File: src/rtl/uart_rx_if.sv
// Signal bundle between the 8N1 serial receiver and the logic that consumes its bytes.
// The receiver takes the master side; the consumer takes the slave side.
interface uart_rx_if;
    logic       rx;
    logic       rx_ack;
    logic [7:0] rx_data;
    logic       rx_valid;
    logic       frame_err;
    logic       overrun;
    logic       busy;

    modport master (
        input  rx, rx_ack,
        output rx_data, rx_valid, frame_err, overrun, busy
    );

    modport slave (
        output rx, rx_ack,
        input  rx_data, rx_valid, frame_err, overrun, busy
    );
endinterface

File: src/rtl/uart_rx.sv
// 8N1 serial receiver: oversampled deserialiser with a valid/ack holding register,
// framing-error pulse and sticky overrun flag.
module uart_rx #(
    parameter int CLKS_PER_BIT = 16
) (
    input  logic     clk,
    input  logic     reset,
    uart_rx_if.master bus
);
    localparam int         HALF      = CLKS_PER_BIT / 2;
    localparam logic [7:0] LAST      = 8'(CLKS_PER_BIT - 1);
    localparam logic [7:0] HALF_LAST = 8'(HALF - 1);

    typedef enum logic [2:0] {
        S_IDLE,
        S_START,
        S_DATA,
        S_STOP,
        S_BREAK
    } state_t;

    state_t     state, next_state;
    logic       sync1, rx_s;
    logic [7:0] cnt;
    logic [2:0] idx;
    logic [7:0] shift;
    logic [7:0] data_q;
    logic       valid_q, overrun_q, ferr_q;
    logic       at_half, at_end;
    logic       sample_bit, byte_done, stop_bad;

    // rx is asynchronous; only the second flop reaches the FSM
    always_ff @(posedge clk or posedge reset) begin
        if (reset) begin
            sync1 <= 1'b1;
            rx_s  <= 1'b1;
        end else begin
            sync1 <= bus.rx;
            rx_s  <= sync1;
        end
    end

    assign at_half = (cnt == HALF_LAST);
    assign at_end  = (cnt == LAST);

    always_ff @(posedge clk or posedge reset) begin
        if (reset) state <= S_IDLE;
        else       state <= next_state;
    end

    always_comb begin
        next_state = state;
        case (state)
            S_IDLE:  if (!rx_s) next_state = S_START;
            S_START: if (at_half) next_state = rx_s ? S_IDLE : S_DATA;
            S_DATA:  if (at_end && idx == 3'd7) next_state = S_STOP;
            S_STOP:  if (at_end) next_state = rx_s ? S_IDLE : S_BREAK;
            S_BREAK: if (rx_s) next_state = S_IDLE;
            default: next_state = S_IDLE;
        endcase
    end

    always_comb begin
        sample_bit = (state == S_DATA) && at_end;
        byte_done  = (state == S_STOP) && at_end && rx_s;
        stop_bad   = (state == S_STOP) && at_end && !rx_s;
    end

    always_ff @(posedge clk or posedge reset) begin
        if (reset) begin
            cnt   <= 8'd0;
            idx   <= 3'd0;
            shift <= 8'd0;
        end else begin
            case (state)
                S_START: begin
                    cnt <= at_half ? 8'd0 : cnt + 8'd1;
                    if (at_half) idx <= 3'd0;
                end
                S_DATA, S_STOP: cnt <= at_end ? 8'd0 : cnt + 8'd1;
                default: cnt <= 8'd0;
            endcase
            if (sample_bit) begin
                shift[idx] <= rx_s;
                if (idx != 3'd7) idx <= idx + 3'd1;
            end
        end
    end

    // A completed byte is only accepted if the holding register is free or being freed this cycle
    always_ff @(posedge clk or posedge reset) begin
        if (reset) begin
            data_q    <= 8'h00;
            valid_q   <= 1'b0;
            overrun_q <= 1'b0;
            ferr_q    <= 1'b0;
        end else begin
            ferr_q <= stop_bad;
            if (byte_done) begin
                if (!valid_q || bus.rx_ack) begin
                    data_q  <= shift;
                    valid_q <= 1'b1;
                    if (bus.rx_ack) overrun_q <= 1'b0;
                end else begin
                    overrun_q <= 1'b1;
                end
            end else if (bus.rx_ack) begin
                valid_q   <= 1'b0;
                overrun_q <= 1'b0;
            end
        end
    end

    assign bus.rx_data   = data_q;
    assign bus.rx_valid  = valid_q;
    assign bus.overrun   = overrun_q;
    assign bus.frame_err = ferr_q;
    assign bus.busy      = (state != S_IDLE);
endmodule

File: src/flat_wrapper.sv
// flat-port wrapper written by rule: the top's interface ports become plain ports
module uart_rx_flat 
#(
    parameter int CLKS_PER_BIT = 16
)
  (clk, reset, bus_rx, bus_rx_ack, bus_rx_data, bus_rx_valid, bus_frame_err, bus_overrun, bus_busy);
  uart_rx_if bus_i ();
  input  logic clk;
  input  logic reset;
  input wire logic [$bits(bus_i.rx)-1:0] bus_rx;
  input wire logic [$bits(bus_i.rx_ack)-1:0] bus_rx_ack;
  output wire logic [$bits(bus_i.rx_data)-1:0] bus_rx_data;
  output wire logic [$bits(bus_i.rx_valid)-1:0] bus_rx_valid;
  output wire logic [$bits(bus_i.frame_err)-1:0] bus_frame_err;
  output wire logic [$bits(bus_i.overrun)-1:0] bus_overrun;
  output wire logic [$bits(bus_i.busy)-1:0] bus_busy;
  assign bus_i.rx = bus_rx;
  assign bus_i.rx_ack = bus_rx_ack;
  assign bus_rx_data = bus_i.rx_data;
  assign bus_rx_valid = bus_i.rx_valid;
  assign bus_frame_err = bus_i.frame_err;
  assign bus_overrun = bus_i.overrun;
  assign bus_busy = bus_i.busy;
  uart_rx #(.CLKS_PER_BIT(CLKS_PER_BIT)) u_core (.clk(clk), .reset(reset), .bus(bus_i));
endmodule
File: config.mk
export PLATFORM = sky130hd
export DESIGN_NAME = uart_rx_flat
export DESIGN_NICKNAME = d
export VERILOG_FILES = /design/src/rtl/uart_rx_if.sv /design/src/rtl/uart_rx.sv /design/src/flat_wrapper.sv
export SDC_FILE = /design/constraint.sdc
export NUM_CORES = 1
export LEC_CHECK = 0
export CORE_MARGIN = 5
export CORE_UTILIZATION = 30
export CTS_BUF_LIST = sky130_fd_sc_hd__clkbuf_8
export CTS_CLUSTER_DIAMETER = 60
export DETAILED_ROUTE_END_ITERATION = 10
export GPL_TIMING_DRIVEN = 0
export MAX_ROUTING_LAYER = met4
export PLACE_DENSITY = 0.56
export RECOVER_POWER = 100
export SETUP_SLACK_MARGIN = 0.5
export SLEW_MARGIN = 20
export SYNTH_ARGS = -nofsm -noshare
export SYNTH_HDL_FRONTEND = slang
export SYNTH_SLANG_ARGS = --single-unit
File: constraint.sdc
create_clock -name clk -period 3.1 [get_ports clk]
set_input_delay 0.62 -clock clk [delete_from_list [all_inputs] [get_ports clk]]
set_output_delay 0.62 -clock clk [all_outputs]
set_load 0.01 [all_outputs]
==> results_dict.tcl, run 1 <==
set metrics [dict create \
    drc 0 \
    holdCritPathClass "reg2reg" \
    synth_xor_area_share_pct 3.846 \
    synth_warnings 0 \
    fillers 535 \
    viasPerCell 4.591 \
    dp.cells 222 \
    slew_violations 0 \
    fin_cells 230 \
    clockBufferDepth 2 \
    clock_sinks 35 \
    place_area_sq_um 1832 \
    grt_max_degree 36 \
    ant_nets 0 \
    ir_worst_vdd_mv 0.3279 \
    drv_cap 0 \
    netlist_area_sq_um 1594 \
    p_leak_nw 0.8893 \
    setup_viol 0 \
    io_buffers 15 \
    antenna_found_initial 0 \
    cts_root_buf "clkbuf_8" \
    post_cts_buffers 0 \
    grt_pass1_vias 1061 \
    hold_depth 0 \
    critPathArrivalTime_ns 1.94 \
    status "finished clean" \
    clock_skew_ns 0.003334 \
    slew_headroom_pct 14.39 \
    grt_setup_unrepaired "no" \
    synth_mux_area_share_pct 12.01 \
    ff2ff_path_depth 5 \
    ctsHoldBuffers 0 \
    grt_overflow 0 \
    cp-start-kind "flip-flop" \
    cts_made_buffers 5 \
    period_share_pct 82.52 \
    ys_types 34 \
    r2r-start "u_core.cnt[4]" \
    grt_pass1_wl_um 4905 \
    r2r_slack_ns 0.65 \
    fin_tns_setup_ns 0 \
    synth_adder_area_share_pct 2.355 \
    n_antenna_cell 0 \
    cts_tree "built" \
    hold_start "u_core.sync1" \
    cts_resized 0 \
    start_util_pct 31.01 \
    die_h_um 82.90 \
    core-area_sq_um 5140 \
    netlist_instances 137 \
    drive_gt1_share_pct 18.13 \
    grt_util_all_layers_pct 8.964 \
    io_pins 16 \
    holdPathEnd "u_core.rx_s" \
    top_layer_used "met4" \
    met1Wirelength_um 1279 \
    final_cell_mix "33 x dfrtp_1, 17 x mux2_2, 15 x nor2_1, 14 x dlygate4sd3_1, 7 x inv_1" \
    dr.pass1.iters 4 \
    htreeDepth 2 \
    vias 1056 \
    rows 26 \
    worstMarginPinSlew_ns 1.283 \
    synth_top_family_by_area "simple AND/OR/NAND/NOR gates" \
    yosys.area_share.simple_pct 18.37 \
    min_period_ns 2.558 \
    insertion_delay_ns 0.28 \
    fp.dieW_um 82.90 \
    multi_input_area_sq_um 654.4 \
    stdcell_area_sq_um 1908 \
    synth_compound_area_share_pct 5.181 \
    hpwl_um 1967 \
    syn_area_per_cell_sq_um 11.64 \
    dieArea_sq_um 6872 \
    syn2layout_area_growth_pct 19.70 \
    synth-seq-cells 35 \
    drt_wl_total_um 2682 \
    fmax_mhz 390.9 \
    wl_per_cell_um 11.66 \
    regArea_sq_um 878.3 \
    rr_endpoint "u_core.bus.rx_data[7]" \
    final_common_cell "dfrtp_1" \
    drtIter0Drc 44 \
    fin_nets 166 \
    wl_met3_um 132 \
    finalHoldViolCount 0 \
    synth_nets 144 \
    powerDensity_nw_per_um2 560.5 \
    place.gp.congestion 0.7823 \
    yosysSeqAreaShare_pct 55.10 \
    endpoint_kind "output pin" \
    clk_pin_slew_ns 0.07 \
    cp.required_ns 2.48 \
    worstPathMaxFanout 10 \
    dr_wl_met2_um 1235 \
    worstSetupPathType "reg2out" \
]
[cells in the mapped netlist]
cell type,instances,area (sq um)
dfrtp_1,33,825.8
nand2b_1,3,18.77
nand2_1,6,22.52
nor3_1,5,25.02
a22o_1,2,17.52
o21ai_0,1,5.000
clkbuf_1,5,18.77
o32ai_1,1,8.760
nand3_1,5,25.02
o32a_1,1,10.01
a21oi_1,2,10.01
nor2_8,1,20.02
buf_2,1,5.000
or4_1,2,15.01
or4_2,1,8.760
inv_1,7,26.28
ha_1,3,37.54
or3_1,3,18.77
xor2_1,1,8.760
dfstp_2,2,52.55
or4_4,1,11.26
nand2b_4,1,13.76
nor2_1,15,56.30
a31oi_1,1,6.260
nor4bb_1,1,10.01
nor4_1,2,12.51
xnor2_1,6,52.55
mux2_2,17,191.4
nor3b_1,1,7.510
nor2b_1,1,6.260
a311oi_1,2,17.52
nor4b_1,1,8.760
and3_1,2,12.51
a211oi_1,1,7.510
[worst max path at each step]
stage	start	to	slack, ns	cells past startpoint
after floorplan	u_core.cnt[4]	u_core.bus.rx_data[0]	0.89	5
after global placement	u_core.cnt[4]	u_core.bus.rx_data[4]	0.76	5
after detailed placement	u_core.cnt[4]	u_core.bus.rx_data[7]	0.77	5
after CTS	u_core.state[0]	bus_busy	0.64	3
after global routing	u_core.state[0]	bus_busy	0.47	3
final	u_core.state[0]	bus_busy	0.54	3
[per-stage QoR]
step / util [%] / hold WS, ns / power [W] / setup WS (ns)
floorplan: - / 0.3452 / 0.0007105 / 0.8882
global placement: 35.64 / 0.3475 / 0.0007577 / 0.7635
detailed placement: 35.64 / 0.3516 / 0.0007630 / 0.7650
CTS: 37.37 / 0.3626 / 0.001096 / 0.6441
global route: 37.12 / 0.3662 / 0.001143 / 0.4728
finish: 37.12 / 0.3613 / 0.001070 / 0.5418
[flip-flops by register name, indices dropped and copies added, names as in the netlist]
| name | cells |
|---|---|
| u_core.idx | 3 |
| u_core.bus.rx_data | 8 |
| u_core.bus.overrun | 1 |
| u_core.bus.rx_valid | 1 |
| u_core.sync1 | 1 |
| u_core.state | 3 |
| u_core.rx_s | 1 |
| u_core.bus.frame_err | 1 |
| u_core.shift | 8 |
| u_core.cnt | 8 |
[worst max-delay path: stages (launching register included)]
cell	delay [ns]
dfrtp_1	0.41
clkbuf_1	0.23
or3_1	0.41
dlygate4sd3_1	0.61
[layer usage]
layer	track usage (%)	up-vias
li1	-	527
met1	10.81	506
met2	13.70	18
met3	3.168	5
met4	3.566	0
met5	-	-
[where the power goes]
group	switching [W]	total, W	leakage (nW)	internal, W
logic	0.000126	0.000216	0.380	0.0000897
clock network	0.000168	0.000325	0.0402	0.000156
registers	0.0000312	0.000529	0.469	0.000498
[kinds of logic after synthesis]
kind of cell	after synthesis
AND/OR/NAND/NOR	51
flip-flops	35
multiplexers	17
buffers and inverters	13
AO/OA/AOI/OAI	11
XOR/XNOR	7
adder cells (fa/ha/maj)	3
[layout make-up]
class / instances / share of cell area (%)
flip-flops and latches: 35 / 46.03
multi-input cells: 89 / 34.30
repair buffers: 15 / 7.869
well taps: 70 / 4.590
clock buffers: 5 / 3.607
inverters: 7 / 1.377
plain buffers: 6 / 1.180
clock inverters: 3 / 1.049
Note: power is estimated with default switching activity, not from simulation.
==> run 2: changes to the inputs <==
Clock period 3.1 ns to 2.5 ns, I/O delays scaled along.
==> run 2 against run 1 <==
Net effect: die area is the same; flip-flop and latch count is the same; critical path depth grew 3; worst setup slack lost 0.35 ns; utilization grew 3.6 points; sequential share of layout area shrank 4.0 points; final area grew 9.8%.
==> results_dict.tcl, run 2 (synthesis results as in run 1) <==
set metrics [dict create \
    dieArea_sq_um 6872 \
    worstSetupPathType "reg2reg" \
    clock_skew_ns 0.006173 \
    drt_wl_total_um 3024 \
    io_buffers 15 \
    clock_sinks 35 \
    drive_gt1_share_pct 27.49 \
    final_cell_mix "31 x dfrtp_1, 15 x nor2_1, 13 x dlygate4sd3_1, 12 x mux2_2, 8 x inv_1" \
    critPathArrivalTime_ns 2.47 \
    grt_pass1_wl_um 5237 \
    gr-max-usage-layer "met2" \
    grt_overflow 0 \
    fin_cells 241 \
    cp.required_ns 2.66 \
    clk_pin_slew_ns 0.07 \
    worstPathMaxFanout 4 \
    use_met3_pct 3.564 \
    critPathLaunch "u_core.cnt[6]" \
    wl_per_cell_um 12.55 \
    die_h_um 82.90 \
    status "finished clean" \
    slew_headroom_pct 11.86 \
    dr.pass1.iters 4 \
    setup_viol 0 \
    cp-start-kind "flip-flop" \
    final_common_cell "dfrtp_1" \
    hpwl_um 1994 \
    crit_path_frequent_cell "clkbuf_4" \
    core-area_sq_um 5140 \
    r2r-start "u_core.cnt[6]" \
    endpoint_kind "flip-flop" \
    grt_setup_unrepaired "yes" \
    met2_usage_pct 14.72 \
    start_util_pct 31.01 \
    holdCritPathClass "reg2reg" \
    ant_nets 0 \
    drc 0 \
    fmax_mhz 433.2 \
    cts_tree "built" \
    insertion_delay_ns 0.28 \
    syn2layout_area_growth_pct 31.40 \
    min_period_ns 2.308 \
    clockBufferDepth 2 \
    powerDensity_nw_per_um2 741.9 \
    fin_tns_setup_ns 0 \
    cpLargestDelayFamily "simple AND/OR/NAND/NOR gates" \
    rows 26 \
    vias 1123 \
    io_pins 16 \
    cts_made_buffers 5 \
    period_share_pct 92.34 \
    grt_pass1_vias 1130 \
    fillers 524 \
    htreeDepth 2 \
    antenna_found_initial 0 \
    slew_violations 0 \
    worstMarginPinSlew_ns 1.321 \
    p_leak_nw 0.9855 \
    finalHoldViolCount 0 \
    fin_nets 177 \
    cts_root_buf "clkbuf_8" \
    n_antenna_cell 0 \
    hold_start "u_core.sync1" \
    gr-usage-met1_pct 11.16 \
    dp.cells 222 \
    grt_max_degree 36 \
    crit_chain "or4_1 > clkbuf_4 > clkbuf_1 > clkbuf_4 > or4_4 > mux2_1" \
    place.gp.congestion 0.7905 \
    cp_num_buf_inv 3 \
    layout_setup_ws_ns 0.1915 \
    fp.dieW_um 82.90 \
    drtIter0Drc 26 \
    ir_worst_vdd_mv 0.3905 \
    cp_slowest_cell "or4_1" \
    grt_util_all_layers_pct 9.365 \
    max_stage_delay_ns 0.56 \
    ctsHoldBuffers 0 \
    drv_cap 0 \
    viasPerCell 4.660 \
    pre_cts_ws_ns 0.2024 \
]
run 2: cell count changes in the layout (fill, tap and decap cells not counted), moves of 2 or more:
cell	delta
buf_4	+6
bufinv_16	+2
clkbuf_4	+3
clkinvlp_4	-2
dfrtp_1	-2
dfrtp_2	+2
mux2_2	-5
mux2_4	+4
nor3_1	-2
run 2: power by group:
part	switching, W	internal (W)
Clock	0.000198	0.000394
Sequential	0.0000364	0.000618
Combinational	0.000172	0.000135
Total	0.000406	0.00115
run 2: worst paths after layout:
| kind | to | slack (ns) | depth (start not counted) |
|---|---|---|---|
| setup / recovery | u_core.idx[0] | 0.19 | 6 |
| hold / removal | u_core.rx_s | 0.36 | 0 |
| setup reg to reg | u_core.idx[0] | 0.19 | 6 |
| hold reg to reg | u_core.rx_s | 0.36 | 0 |
| max in group asynchronous | u_core.idx[0] | 0.59 | 2 |
| min in group asynchronous | u_core.shift[2] | 1.04 | 2 |
run 2: what timing repair did:
item,CTS,global route
pin swaps,3,8
setup buffers,7,4
resized for setup,11,17
setup endpoints to repair,13,28
run 2: final cells by class:
class                           count  area [sq um]  area share [%]
Timing Repair Buffer               26         231.5           11.05
Sequential cell                    35         880.8           42.05
Clock buffer                        5         68.82           3.286
Buffer                              6         23.77           1.135
Multi-Input combinational cell     89         711.9           33.99
Tap cell                           70         87.58           4.182
Clock inverter                      3         63.81           3.047
Inverter                            7         26.28           1.254
run 2: stage by stage:
| stage | instance area (sq um) | power [W] | hold slack, ns | util [%] |
|---|---|---|---|---|
| after global routing | 2095 | 0.001642 | 0.3672 | 40.75 |
| after floorplan | 1604 | 0.0008830 | 0.3452 | - |
| final | 2095 | 0.001554 | 0.3576 | 40.75 |
| after detailed placement | 1842 | 0.0009478 | 0.3481 | 35.83 |
| after CTS | 2052 | 0.001573 | 0.3586 | 39.92 |
| after global placement | 1842 | 0.0009409 | 0.3471 | 35.83 |
run 2: worst reg2reg max path: cells and delay by family (launching register included):
kind	cells	cell delay [ns]
and+or+nand+nor	2	1.08
buffers and inverters	3	0.43
DFF	1	0.38
muxes	1	0.30
run 2: metal layers:
layer	up-vias	wire, um
li1	549	-
met1	552	1307
met2	18	1530
met3	4	155
met4	0	30
met5	-	0
